===== src/rtl/db_thresh_gen.sv =====
// db_thresh_gen: deblocking threshold generator.
//
// Converts one edge request (qp_p, qp_q, FilterOffsetA/B, bS) into the
// bit-depth-scaled alpha', beta' and tc0' thresholds for the edge filter.
// Two-stage pipeline with valid/ready flow control; full throughput of one
// request per cycle and no bubbles when the downstream stalls.
//
// Ports:
//   clk, rst_n                 clock, asynchronous active-low reset
//   valid_i / ready_o          request handshake
//   qp_p_i, qp_q_i [5:0]       QPs of blocks p and q (0..51)
//   off_a_i, off_b_i [OFF_W]   signed FilterOffsetA / FilterOffsetB
//   bs_i [2:0]                 boundary strength 0..4
//   valid_o / ready_i          result handshake
//   alpha_o [BIT_DEPTH]        alpha(indexA) << (BIT_DEPTH-8)
//   beta_o  [BIT_DEPTH-3]      beta(indexB)  << (BIT_DEPTH-8)
//   tc0_o   [BIT_DEPTH-3]      tc0(indexA,bS) << (BIT_DEPTH-8), 0 for bS 0/4
//   filt_en_o                  bS!=0 and alpha'!=0 and beta'!=0
//   strong_o                   bS==4
module db_thresh_gen #(
    parameter int BIT_DEPTH = 8,
    parameter int OFF_W     = 5
) (
    input  logic                 clk,
    input  logic                 rst_n,
    input  logic                 valid_i,
    output logic                 ready_o,
    input  logic [5:0]           qp_p_i,
    input  logic [5:0]           qp_q_i,
    input  logic [OFF_W-1:0]     off_a_i,
    input  logic [OFF_W-1:0]     off_b_i,
    input  logic [2:0]           bs_i,
    output logic                 valid_o,
    input  logic                 ready_i,
    output logic [BIT_DEPTH-1:0] alpha_o,
    output logic [BIT_DEPTH-4:0] beta_o,
    output logic [BIT_DEPTH-4:0] tc0_o,
    output logic                 filt_en_o,
    output logic                 strong_o
);

    localparam int SH = BIT_DEPTH - 8;

    // Clip3(0, 51, v); the signed intermediate lets negative sums land on 0.
    function automatic logic [5:0] clip_idx(input logic signed [7:0] v);
        if (v < 8'sd0)
            return 6'd0;
        else if (v > 8'sd51)
            return 6'd51;
        else
            return 6'(v);
    endfunction

    function automatic logic [7:0] alpha_lut(input logic [5:0] idx);
        case (idx)
            6'd16: return 8'd4;   6'd17: return 8'd4;   6'd18: return 8'd5;   6'd19: return 8'd6;
            6'd20: return 8'd7;   6'd21: return 8'd8;   6'd22: return 8'd9;   6'd23: return 8'd10;
            6'd24: return 8'd12;  6'd25: return 8'd13;  6'd26: return 8'd15;  6'd27: return 8'd17;
            6'd28: return 8'd20;  6'd29: return 8'd22;  6'd30: return 8'd25;  6'd31: return 8'd28;
            6'd32: return 8'd32;  6'd33: return 8'd36;  6'd34: return 8'd40;  6'd35: return 8'd45;
            6'd36: return 8'd50;  6'd37: return 8'd56;  6'd38: return 8'd63;  6'd39: return 8'd71;
            6'd40: return 8'd80;  6'd41: return 8'd90;  6'd42: return 8'd101; 6'd43: return 8'd113;
            6'd44: return 8'd127; 6'd45: return 8'd144; 6'd46: return 8'd162; 6'd47: return 8'd182;
            6'd48: return 8'd203; 6'd49: return 8'd226; 6'd50: return 8'd255; 6'd51: return 8'd255;
            default: return 8'd0;
        endcase
    endfunction

    function automatic logic [4:0] beta_lut(input logic [5:0] idx);
        case (idx)
            6'd16, 6'd17, 6'd18:        return 5'd2;
            6'd19, 6'd20, 6'd21, 6'd22: return 5'd3;
            6'd23, 6'd24, 6'd25:        return 5'd4;
            6'd26, 6'd27:               return 5'd6;
            6'd28, 6'd29:               return 5'd7;
            6'd30, 6'd31:               return 5'd8;
            6'd32, 6'd33:               return 5'd9;
            6'd34, 6'd35:               return 5'd10;
            6'd36, 6'd37:               return 5'd11;
            6'd38, 6'd39:               return 5'd12;
            6'd40, 6'd41:               return 5'd13;
            6'd42, 6'd43:               return 5'd14;
            6'd44, 6'd45:               return 5'd15;
            6'd46, 6'd47:               return 5'd16;
            6'd48, 6'd49:               return 5'd17;
            6'd50, 6'd51:               return 5'd18;
            default:                    return 5'd0;
        endcase
    endfunction

    // Packed {tc0(bS=1), tc0(bS=2), tc0(bS=3)}, five bits each.
    function automatic logic [14:0] tc0_lut(input logic [5:0] idx);
        case (idx)
            6'd17, 6'd18, 6'd19, 6'd20: return {5'd0,  5'd0,  5'd1};
            6'd21, 6'd22:               return {5'd0,  5'd1,  5'd1};
            6'd23, 6'd24, 6'd25, 6'd26: return {5'd1,  5'd1,  5'd1};
            6'd27, 6'd28, 6'd29, 6'd30: return {5'd1,  5'd1,  5'd2};
            6'd31, 6'd32:               return {5'd1,  5'd2,  5'd3};
            6'd33:                      return {5'd2,  5'd2,  5'd3};
            6'd34:                      return {5'd2,  5'd2,  5'd4};
            6'd35, 6'd36:               return {5'd2,  5'd3,  5'd4};
            6'd37:                      return {5'd3,  5'd3,  5'd5};
            6'd38, 6'd39:               return {5'd3,  5'd4,  5'd6};
            6'd40:                      return {5'd4,  5'd5,  5'd7};
            6'd41:                      return {5'd4,  5'd5,  5'd8};
            6'd42:                      return {5'd4,  5'd6,  5'd9};
            6'd43:                      return {5'd5,  5'd7,  5'd10};
            6'd44:                      return {5'd6,  5'd8,  5'd11};
            6'd45:                      return {5'd6,  5'd8,  5'd13};
            6'd46:                      return {5'd7,  5'd10, 5'd14};
            6'd47:                      return {5'd8,  5'd11, 5'd16};
            6'd48:                      return {5'd9,  5'd12, 5'd18};
            6'd49:                      return {5'd10, 5'd13, 5'd20};
            6'd50:                      return {5'd11, 5'd15, 5'd23};
            6'd51:                      return {5'd13, 5'd17, 5'd25};
            default:                    return 15'd0;
        endcase
    endfunction

    logic                 vld_p1, vld_p2;
    logic [5:0]           idx_a_p1, idx_b_p1;
    logic [2:0]           bs_p1;
    logic [BIT_DEPTH-1:0] alpha_p2;
    logic [BIT_DEPTH-4:0] beta_p2, tc0_p2;
    logic                 filt_en_p2, strong_p2;

    logic en1, en2;

    // A stage advances when it is empty or the stage after it is advancing.
    assign en2     = !vld_p2 || ready_i;
    assign en1     = !vld_p1 || en2;
    assign ready_o = en1;

    // ---- stage 1 inputs: average QP and clipped table indices ----
    logic [6:0]        qp_sum;
    logic [5:0]        qp_av;
    logic signed [7:0] off_a_x, off_b_x, sum_a, sum_b;

    assign qp_sum  = 7'(qp_p_i) + 7'(qp_q_i) + 7'd1;
    assign qp_av   = 6'(qp_sum >> 1);
    assign off_a_x = 8'($signed(off_a_i));
    assign off_b_x = 8'($signed(off_b_i));
    assign sum_a   = $signed({2'b00, qp_av}) + off_a_x;
    assign sum_b   = $signed({2'b00, qp_av}) + off_b_x;

    // ---- stage 2 inputs: table lookups from stage-1 registers ----
    logic [7:0]  alpha_raw;
    logic [4:0]  beta_raw, tc0_raw;
    logic [14:0] tc0_all;

    always_comb begin
        alpha_raw = alpha_lut(idx_a_p1);
        beta_raw  = beta_lut(idx_b_p1);
        tc0_all   = tc0_lut(idx_a_p1);
        case (bs_p1)
            3'd1:    tc0_raw = tc0_all[14:10];
            3'd2:    tc0_raw = tc0_all[9:5];
            3'd3:    tc0_raw = tc0_all[4:0];
            default: tc0_raw = 5'd0;
        endcase
    end

    always_ff @(posedge clk or negedge rst_n) begin
        if (!rst_n) begin
            vld_p1     <= 1'b0;
            idx_a_p1   <= '0;
            idx_b_p1   <= '0;
            bs_p1      <= '0;
            vld_p2     <= 1'b0;
            alpha_p2   <= '0;
            beta_p2    <= '0;
            tc0_p2     <= '0;
            filt_en_p2 <= 1'b0;
            strong_p2  <= 1'b0;
        end else begin
            // ---- stage 1 register ----
            if (en1) begin
                vld_p1 <= valid_i;
                if (valid_i) begin
                    idx_a_p1 <= clip_idx(sum_a);
                    idx_b_p1 <= clip_idx(sum_b);
                    bs_p1    <= bs_i;
                end
            end
            // ---- stage 2 register ----
            if (en2) begin
                vld_p2 <= vld_p1;
                if (vld_p1) begin
                    alpha_p2   <= BIT_DEPTH'(alpha_raw) << SH;
                    beta_p2    <= (BIT_DEPTH-3)'(beta_raw) << SH;
                    tc0_p2     <= (BIT_DEPTH-3)'(tc0_raw) << SH;
                    filt_en_p2 <= (bs_p1 != 3'd0) && (alpha_raw != 8'd0) && (beta_raw != 5'd0);
                    strong_p2  <= (bs_p1 == 3'd4);
                end
            end
        end
    end

    assign valid_o   = vld_p2;
    assign alpha_o   = alpha_p2;
    assign beta_o    = beta_p2;
    assign tc0_o     = tc0_p2;
    assign filt_en_o = filt_en_p2;
    assign strong_o  = strong_p2;

endmodule


===== config.mk =====
export PLATFORM = sky130hd
export DESIGN_NAME = db_thresh_gen
export DESIGN_NICKNAME = d
export VERILOG_FILES = /design/src/rtl/db_thresh_gen.sv
export SDC_FILE = /design/constraint.sdc
export NUM_CORES = 1
export LEC_CHECK = 0
export BUFFER_PORTS_ARGS = -buffer_cell sky130_fd_sc_hd__buf_2
export CORE_MARGIN = 5
export CORE_UTILIZATION = 50
export CTS_CLUSTER_DIAMETER = 120
export CTS_CLUSTER_SIZE = 16
export DETAILED_ROUTE_END_ITERATION = 6
export PLACE_DENSITY = 0.71
export SLEW_MARGIN = 20
export SYNTH_ARGS = -nofsm -noshare
export SYNTH_HDL_FRONTEND = slang
export SYNTH_SLANG_ARGS = --single-unit

===== constraint.sdc =====
create_clock -name clk -period 2.59 [get_ports clk]
set_clock_uncertainty 0.05 [all_clocks]
set_input_delay 0.259 -clock clk [delete_from_list [all_inputs] [get_ports clk]]
set_output_delay 0.259 -clock clk [all_outputs]
set_load 0.05 [all_outputs]

==> flow_summary.json, run 1 <==
{
  "status": "complete, but fails checks",
  "violations": "hold timing, setup timing",
  "rows": 30,
  "placed_cells": 574,
  "top_layer": "met4",
  "initial_core_util_pct": 50.9,
  "critPathLaunch": "qp_p_i[0]",
  "track_usage_pct": 20.8,
  "route.met3.wl_um": 533,
  "fin_hold_ws_ns": -0.00271,
  "drv_slew": 0,
  "cts_buffers": 5,
  "synth_compound_area_share_pct": 26.5,
  "rsz0062_at_grt": "yes",
  "grt_max_degree": 38,
  "nNetsFinal": 579,
  "avgViaCountPerCell": 5.91,
  "critPathLaunchType": "input port",
  "vdd.ir_drop.worst_uv": 322,
  "yosysSeqAreaShare_pct": 26.9,
  "worstHoldPathType": "input port to asynchronous set/reset pin",
  "cts_sinks": 37,
  "r2r_start": "idx_a_p1[2]",
  "routed_wl_um": 9340,
  "crit_required_ns": 2.72,
  "fmax_mhz": 329,
  "core_area_um2": 6760,
  "antenna_left": 0,
  "synth_xor_area_share_pct": 3.82,
  "cts-root-buf": "clkbuf_8",
  "tritoncts": "done",
  "synth_edf_count": 0,
  "register_area_um2": 926,
  "ff2ff_setup_slack_ns": 0.20,
  "overflow": 0,
  "areaGrowthSynthToFinish_pct": 32.6,
  "relSlewSlack_pct": 47.3,
  "multiInputGateArea_um2": 2620,
  "syn_inst": 412,
  "drv_cap": 0,
  "clk_latency_ns": 0.29,
  "post-route-drc-count": 0,
  "max_slew.worst_pin.slew_ns": 0.790,
  "wl_per_cell_um": 15.8,
  "yosys.cell_types.count": 62,
  "synthMuxAreaShare_pct": 3.42,
  "yosys.area_share.simple_pct": 19.8,
  "clock_path_buffers": 2,
  "critPathKind": "input port to register",
  "ys_async_sr_fraction_pct": 100,
  "ys_warn_count": 0,
  "synth_fa_ha_area_share_pct": 15.6,
  "die_w_um": 92.9,
  "hold_viol": 3,
  "period_minus_slack_ns": 3.04,
  "path_max_fanout": 4,
  "arrival_ns": 3.16,
  "setup_slack_ns": -0.445,
  "yosys_register_bits": 37,
  "grt_pass1_wl_um": 14800,
  "initialDrtViolationCount": 226,
  "die-area_um2": 8630,
  "fin_crit_sh_pct": 117,
  "synth_nets": 482,
  "p_leak_nw": 2.07,
  "clkTransAtPathRegs_ns": 0.07,
  "die_h_um": 92.9,
  "gp_routability_congestion": 0.878,
  "crit_path_end_kind": "register",
  "num_io_pins": 51,
  "synth_area_per_cell_um2": 8.34,
  "setup_viol_count_final": 12,
  "htreeDepth": 2,
  "power_per_cell_area_nw_per_um2": 885,
  "nFillCells": 546,
  "synth_top_family_by_area": "compound AO/OA/AOI/OAI gates",
  "n_antenna_cell": 0,
  "drive_gt1_share_pct": 32.4,
  "instances_no_fill": 590,
  "wl_met2_um": 4510,
  "port_buffers": 50,
  "synthFlopType": "dfrtp_1",
  "synth_area_um2": 3440,
  "met1Wirelength_um": 4000,
  "grt_pass1_vias": 3222,
  "antenna_found_initial": 0,
  "vias": 3485,
  "dr.pass1.iters": 5,
  "dpl.hpwl_um": 6790
}
## area by class of cell
type	instances	area share [%]
tap	80	2.20
clock buffer	6	1.81
sequential	37	20.3
timing repair buffer	110	16.1
clock inverter	2	0.823
inverter	15	1.24
multi-input combinational	340	57.5
## worst max-delay path, stage by stage
cell and delay, ns:
buf_6 0.09, or2_4 0.24, fa_2 0.35, buf_6 0.13
xor2_4 0.16, fa_2 0.40, a211oi_2 0.27, o21bai_1 0.12
a21o_1 0.20, or3_1 0.31, a221o_1 0.39, o221a_1 0.23
## power breakdown
| part | internal, mW | total, mW | switching (mW) |
|---|---|---|---|
| logic | 1.08 | 2.61 | 1.53 |
| clock network | 0.313 | 0.527 | 0.214 |
| registers | 0.734 | 0.896 | 0.162 |
| total | 2.13 | 4.03 | 1.91 |
## routing by layer
metal | track usage [%] | up-vias
met3 | 3.41 | 27
li1 | - | 1711
met2 | 34.9 | 138
met1 | 27.2 | 1609
met5 | 0 | -
met4 | 6.96 | 0
## sequential cells by signal, indices dropped and copies added, names as in the netlist
register,cells
valid_o,1
vld_p1,1
filt_en_o,1
idx_b_p1,6
bs_p1,3
tc0_o,5
alpha_o,8
idx_a_p1,6
strong_o,1
beta_o,5
## synth_stat cells (6+ instances only)
master / number / area (um^2)
nand2_1: 53 / 199
ha_1: 38 / 475
dfrtp_1: 37 / 926
o21ai_0: 30 / 150
a21oi_1: 26 / 130
nor2_1: 21 / 78.8
clkbuf_1: 16 / 60.1
nor2b_1: 16 / 100
inv_1: 14 / 52.6
nor3_1: 10 / 50.1
nand3_1: 9 / 45.0
xor2_1: 8 / 70.1
o22ai_1: 7 / 43.8
xnor2_1: 7 / 61.3
mux2_2: 6 / 67.6
nand2b_1: 6 / 37.5
o21ai_1: 6 / 30.0
o31ai_1: 6 / 45.0
## layout by cell type, fill, tap and decap left out, drive strengths merged, types with 4 or more instances in the layout
master	Yosys	layout
a211oi	4	4
a21o	5	5
a21oi	27	27
a221o	4	4
a221oi	5	5
and2	4	4
buf	4	110
clkbuf	16	6
dfrtp	37	37
ha	38	38
inv	15	15
mux2	6	6
mux2i	5	5
nand2	53	53
nand2b	6	6
nand3	9	9
nor2	21	21
nor2b	16	16
nor3	10	10
o21ai	36	36
o21bai	4	4
o221a	4	4
o22ai	7	7
o31ai	6	6
or3	4	4
xnor2	7	7
xor2	8	8
## kinds of logic (layout without fill, tap and decap cells)
kind of cell | count (synthesis) | in the layout
DFF | 37 | 37
and+or+nand+nor | 139 | 139
adders and majority gates | 41 | 41
buffers and inverters | 35 | 133
muxes | 11 | 11
xor gates and xnor gates | 15 | 15
AOI/OAI and AO/OA | 134 | 134
## stage by stage
stage	util, %	setup TNS [ns]	power, mW	area (um^2)	setup WS [ns]
3_5_place_dp	61.4	-7.06	3.30	4150	-0.725
5_1_grt	67.5	-5.10	4.33	4560	-0.560
4_1_cts	64.7	-3.05	3.89	4370	-0.362
2_1_floorplan	-	-3.95	2.54	3490	-0.578
3_3_place_gp	61.4	-6.64	3.27	4150	-0.681
6_report	67.5	-3.69	4.03	4560	-0.445
## final timing paths
path,end,cells after the start
min reg2reg,beta_o[4],2
max reg2reg,filt_en_o,9
max in group asynchronous,idx_a_p1[3],1
max,idx_a_p1[0],12
min,alpha_o[5],1
min in group clk,bs_p1[1],3
## repair_timing
action | in CTS | in global routing
resized for setup | 13 | 32
cloned | 0 | 0
pin swaps | 9 | 38
hold buffers | 0 | 0
setup endpoints to repair | 12 | 12
setup buffers | 5 | 5
Note: power is estimated with default switching activity, not from simulation.
==> run 2: changes to the inputs <==
--- a/config.mk
+++ b/config.mk
@@ -12,6 +12,7 @@
 export CTS_CLUSTER_SIZE = 16
 export DETAILED_ROUTE_END_ITERATION = 6
 export PLACE_DENSITY = 0.71
+export SETUP_SLACK_MARGIN = 0.1
 export SLEW_MARGIN = 20
 export SYNTH_ARGS = -nofsm -noshare
 export SYNTH_HDL_FRONTEND = slang
==> run 2 against run 1 <==
  * The run ends with setup timing left
  * Power rose by 6.6%
  * Wire length grew 11%
  * Critical endpoint unchanged
  * Global-route usage rose by 2.7 points
  * Non-clock buffer count rose by 2
  * Clock power increased by 16%
  * Largest cell class unchanged
  * Sequential power hardly changed
  * First-iteration DRC count grew 12%
==> flow_summary.json, run 2 (synthesized netlist as in run 1, its figures left out) <==
{
  "drive_gt1_share_pct": 35.7,
  "r2r_cells": 9,
  "worstHoldPathType": "input port to asynchronous set/reset pin",
  "grt_max_degree": 38,
  "n_antenna_cell": 0,
  "max_slew.worst_pin.slew_ns": 0.803,
  "holdBufCountCts": 0,
  "rsz0062_at_grt": "yes",
  "crit_required_ns": 2.72,
  "multiInputGateArea_um2": 2760,
  "die_w_um": 92.9,
  "vdd.ir_drop.worst_uv": 384,
  "routed_wl_um": 10400,
  "dr.pass1.iters": 6,
  "p_int_mw": 2.29,
  "core_area_um2": 6760,
  "cts_sinks": 37,
  "fmax_mhz": 324,
  "die_h_um": 92.9,
  "path_max_fanout": 3,
  "power_per_cell_area_nw_per_um2": 904,
  "ff2ff_setup_slack_ns": 0.23,
  "overflow": 0,
  "violations": "setup timing",
  "largest_reg_flops": 8,
  "switching_power_mw": 2.01,
  "r2r_start": "idx_a_p1[2]",
  "register_area_um2": 926,
  "post-route-drc-count": 0,
  "combPwrFrac_pct": 65.0,
  "critPathLaunchType": "input port",
  "instances_no_fill": 592,
  "antenna_left": 0,
  "grt_pass1_wl_um": 16600,
  "rows": 30,
  "htreeDepth": 2,
  "nNetsFinal": 581,
  "tritoncts": "done",
  "seqPwrFrac_pct": 20.9,
  "clock_path_buffers": 2,
  "clk_latency_ns": 0.29,
  "power_frac_clock_pct": 14.1,
  "post-place-ws_ns": -0.816,
  "nFillCells": 527,
  "setup_viol_count_final": 12,
  "critPathKind": "input port to register",
  "grt_pass1_vias": 3578,
  "antenna_found_initial": 0,
  "drv_slew": 0,
  "initial_core_util_pct": 50.9,
  "avgViaCountPerCell": 6.01,
  "fin_hold_ws_ns": 0.00287,
  "wl_per_cell_um": 17.5,
  "drv_cap": 0,
  "vias": 3560,
  "setup_slack_ns": -0.499,
  "dpl.hpwl_um": 7120,
  "port_buffers": 50,
  "layout_common_cells": "buf_4 (57), nand2_1 (48), buf_2 (46)",
  "clkTransAtPathRegs_ns": 0.08,
  "cts_buffers": 5,
  "fin_crit_sh_pct": 119,
  "period_minus_slack_ns": 3.09,
  "track_usage_pct": 23.5,
  "areaGrowthSynthToFinish_pct": 38.4,
  "arrival_ns": 3.22,
  "r2r_end": "filt_en_o",
  "die-area_um2": 8630,
  "placed_cells": 570,
  "relSlewSlack_pct": 46.5,
  "final_common_cell": "buf_4",
  "p_leak_nw": 2.11,
  "crit_path_end_kind": "register",
  "gp_routability_congestion": 0.927,
  "swShare_pct": 46.8,
  "initialDrtViolationCount": 252,
  "hold_viol": 0,
  "place_area_um2": 4130,
  "num_io_pins": 51,
  "final_area_um2": 4760,
  "finalSetupTns_ns": -4.67,
  "cts-root-buf": "clkbuf_8",
  "status": "complete, but fails checks"
}
[run 2: cell count changes in the layout (fill, tap and decap cells not counted), sizes merged]
cell,before,now
buf,110,112
bufinv,1,2
clkbuf,6,5
clkinvlp,1,0
inv,15,16
[run 2: metal layers]
metal / track usage (%) / vias to the layer above / routed length, um
li1: - / 1703 / -
met1: 27.7 / 1665 / 4110
met2: 41.5 / 157 / 5190
met3: 3.90 / 35 / 576
met4: 11.0 / 0 / 480
met5: 0 / - / 0
[run 2: timing repair]
action / in CTS / in global routing
pin swaps: 43 / 29
cloned: 0 / 0
gates resized for setup: 41 / 27
buffers inserted: 13 / 7
endpoints found under the setup margin: 12 / 13
[run 2: area by class of cell]
cell class                 instances  share of cell area [%]
clock buffer                       5                    1.45
multi-input combinational        340                    58.0
clock inverter                     3                    1.45
timing repair buffer             112                    16.3
inverter                          15                    1.18
sequential                        37                    19.5
tap                               80                    2.10
[run 2: worst max path at each step]
stage | start | endpoint | cells after the start
3_5_place_dp | qp_q_i[0] | idx_a_p1[2] | 15
4_1_cts | qp_q_i[1] | idx_b_p1[1] | 15
2_1_floorplan | qp_q_i[0] | idx_a_p1[0] | 13
3_3_place_gp | qp_q_i[0] | idx_a_p1[0] | 14
6_report | qp_p_i[0] | idx_a_p1[0] | 14
5_1_grt | qp_p_i[0] | idx_b_p1[0] | 15
[run 2: power by group through the flow]
| stage | clock, mW | sequential [mW] | combinational, mW |
|---|---|---|---|
| final | 0.609 | 0.898 | 2.79 |
| after global routing | 0.643 | 0.924 | 3.02 |
| after CTS | 0.619 | 0.898 | 2.63 |
| after detailed placement | 0 | 0.908 | 2.42 |
| after global placement | 0 | 0.895 | 2.38 |
| after floorplan | 0 | 1.19 | 1.36 |
[run 2: stage by stage]
stage,util (%),power (mW)
floorplan,-,2.54
global placement,61.2,3.28
detailed placement,61.2,3.33
CTS,67.8,4.15
global route,70.4,4.58
finish,70.4,4.30
[run 2: worst max-delay path, cell delays in order]
cell      delay, ns
buf_6          0.09
or2_4          0.24
fa_2           0.42
nand2_2        0.13
nand2_2        0.09
a21oi_4        0.23
xnor2_4        0.19
ha_4           0.26
o21ai_2        0.15
o21bai_2       0.11
a21o_1         0.18
or3_1          0.31
a221o_1        0.36
o221a_1        0.22
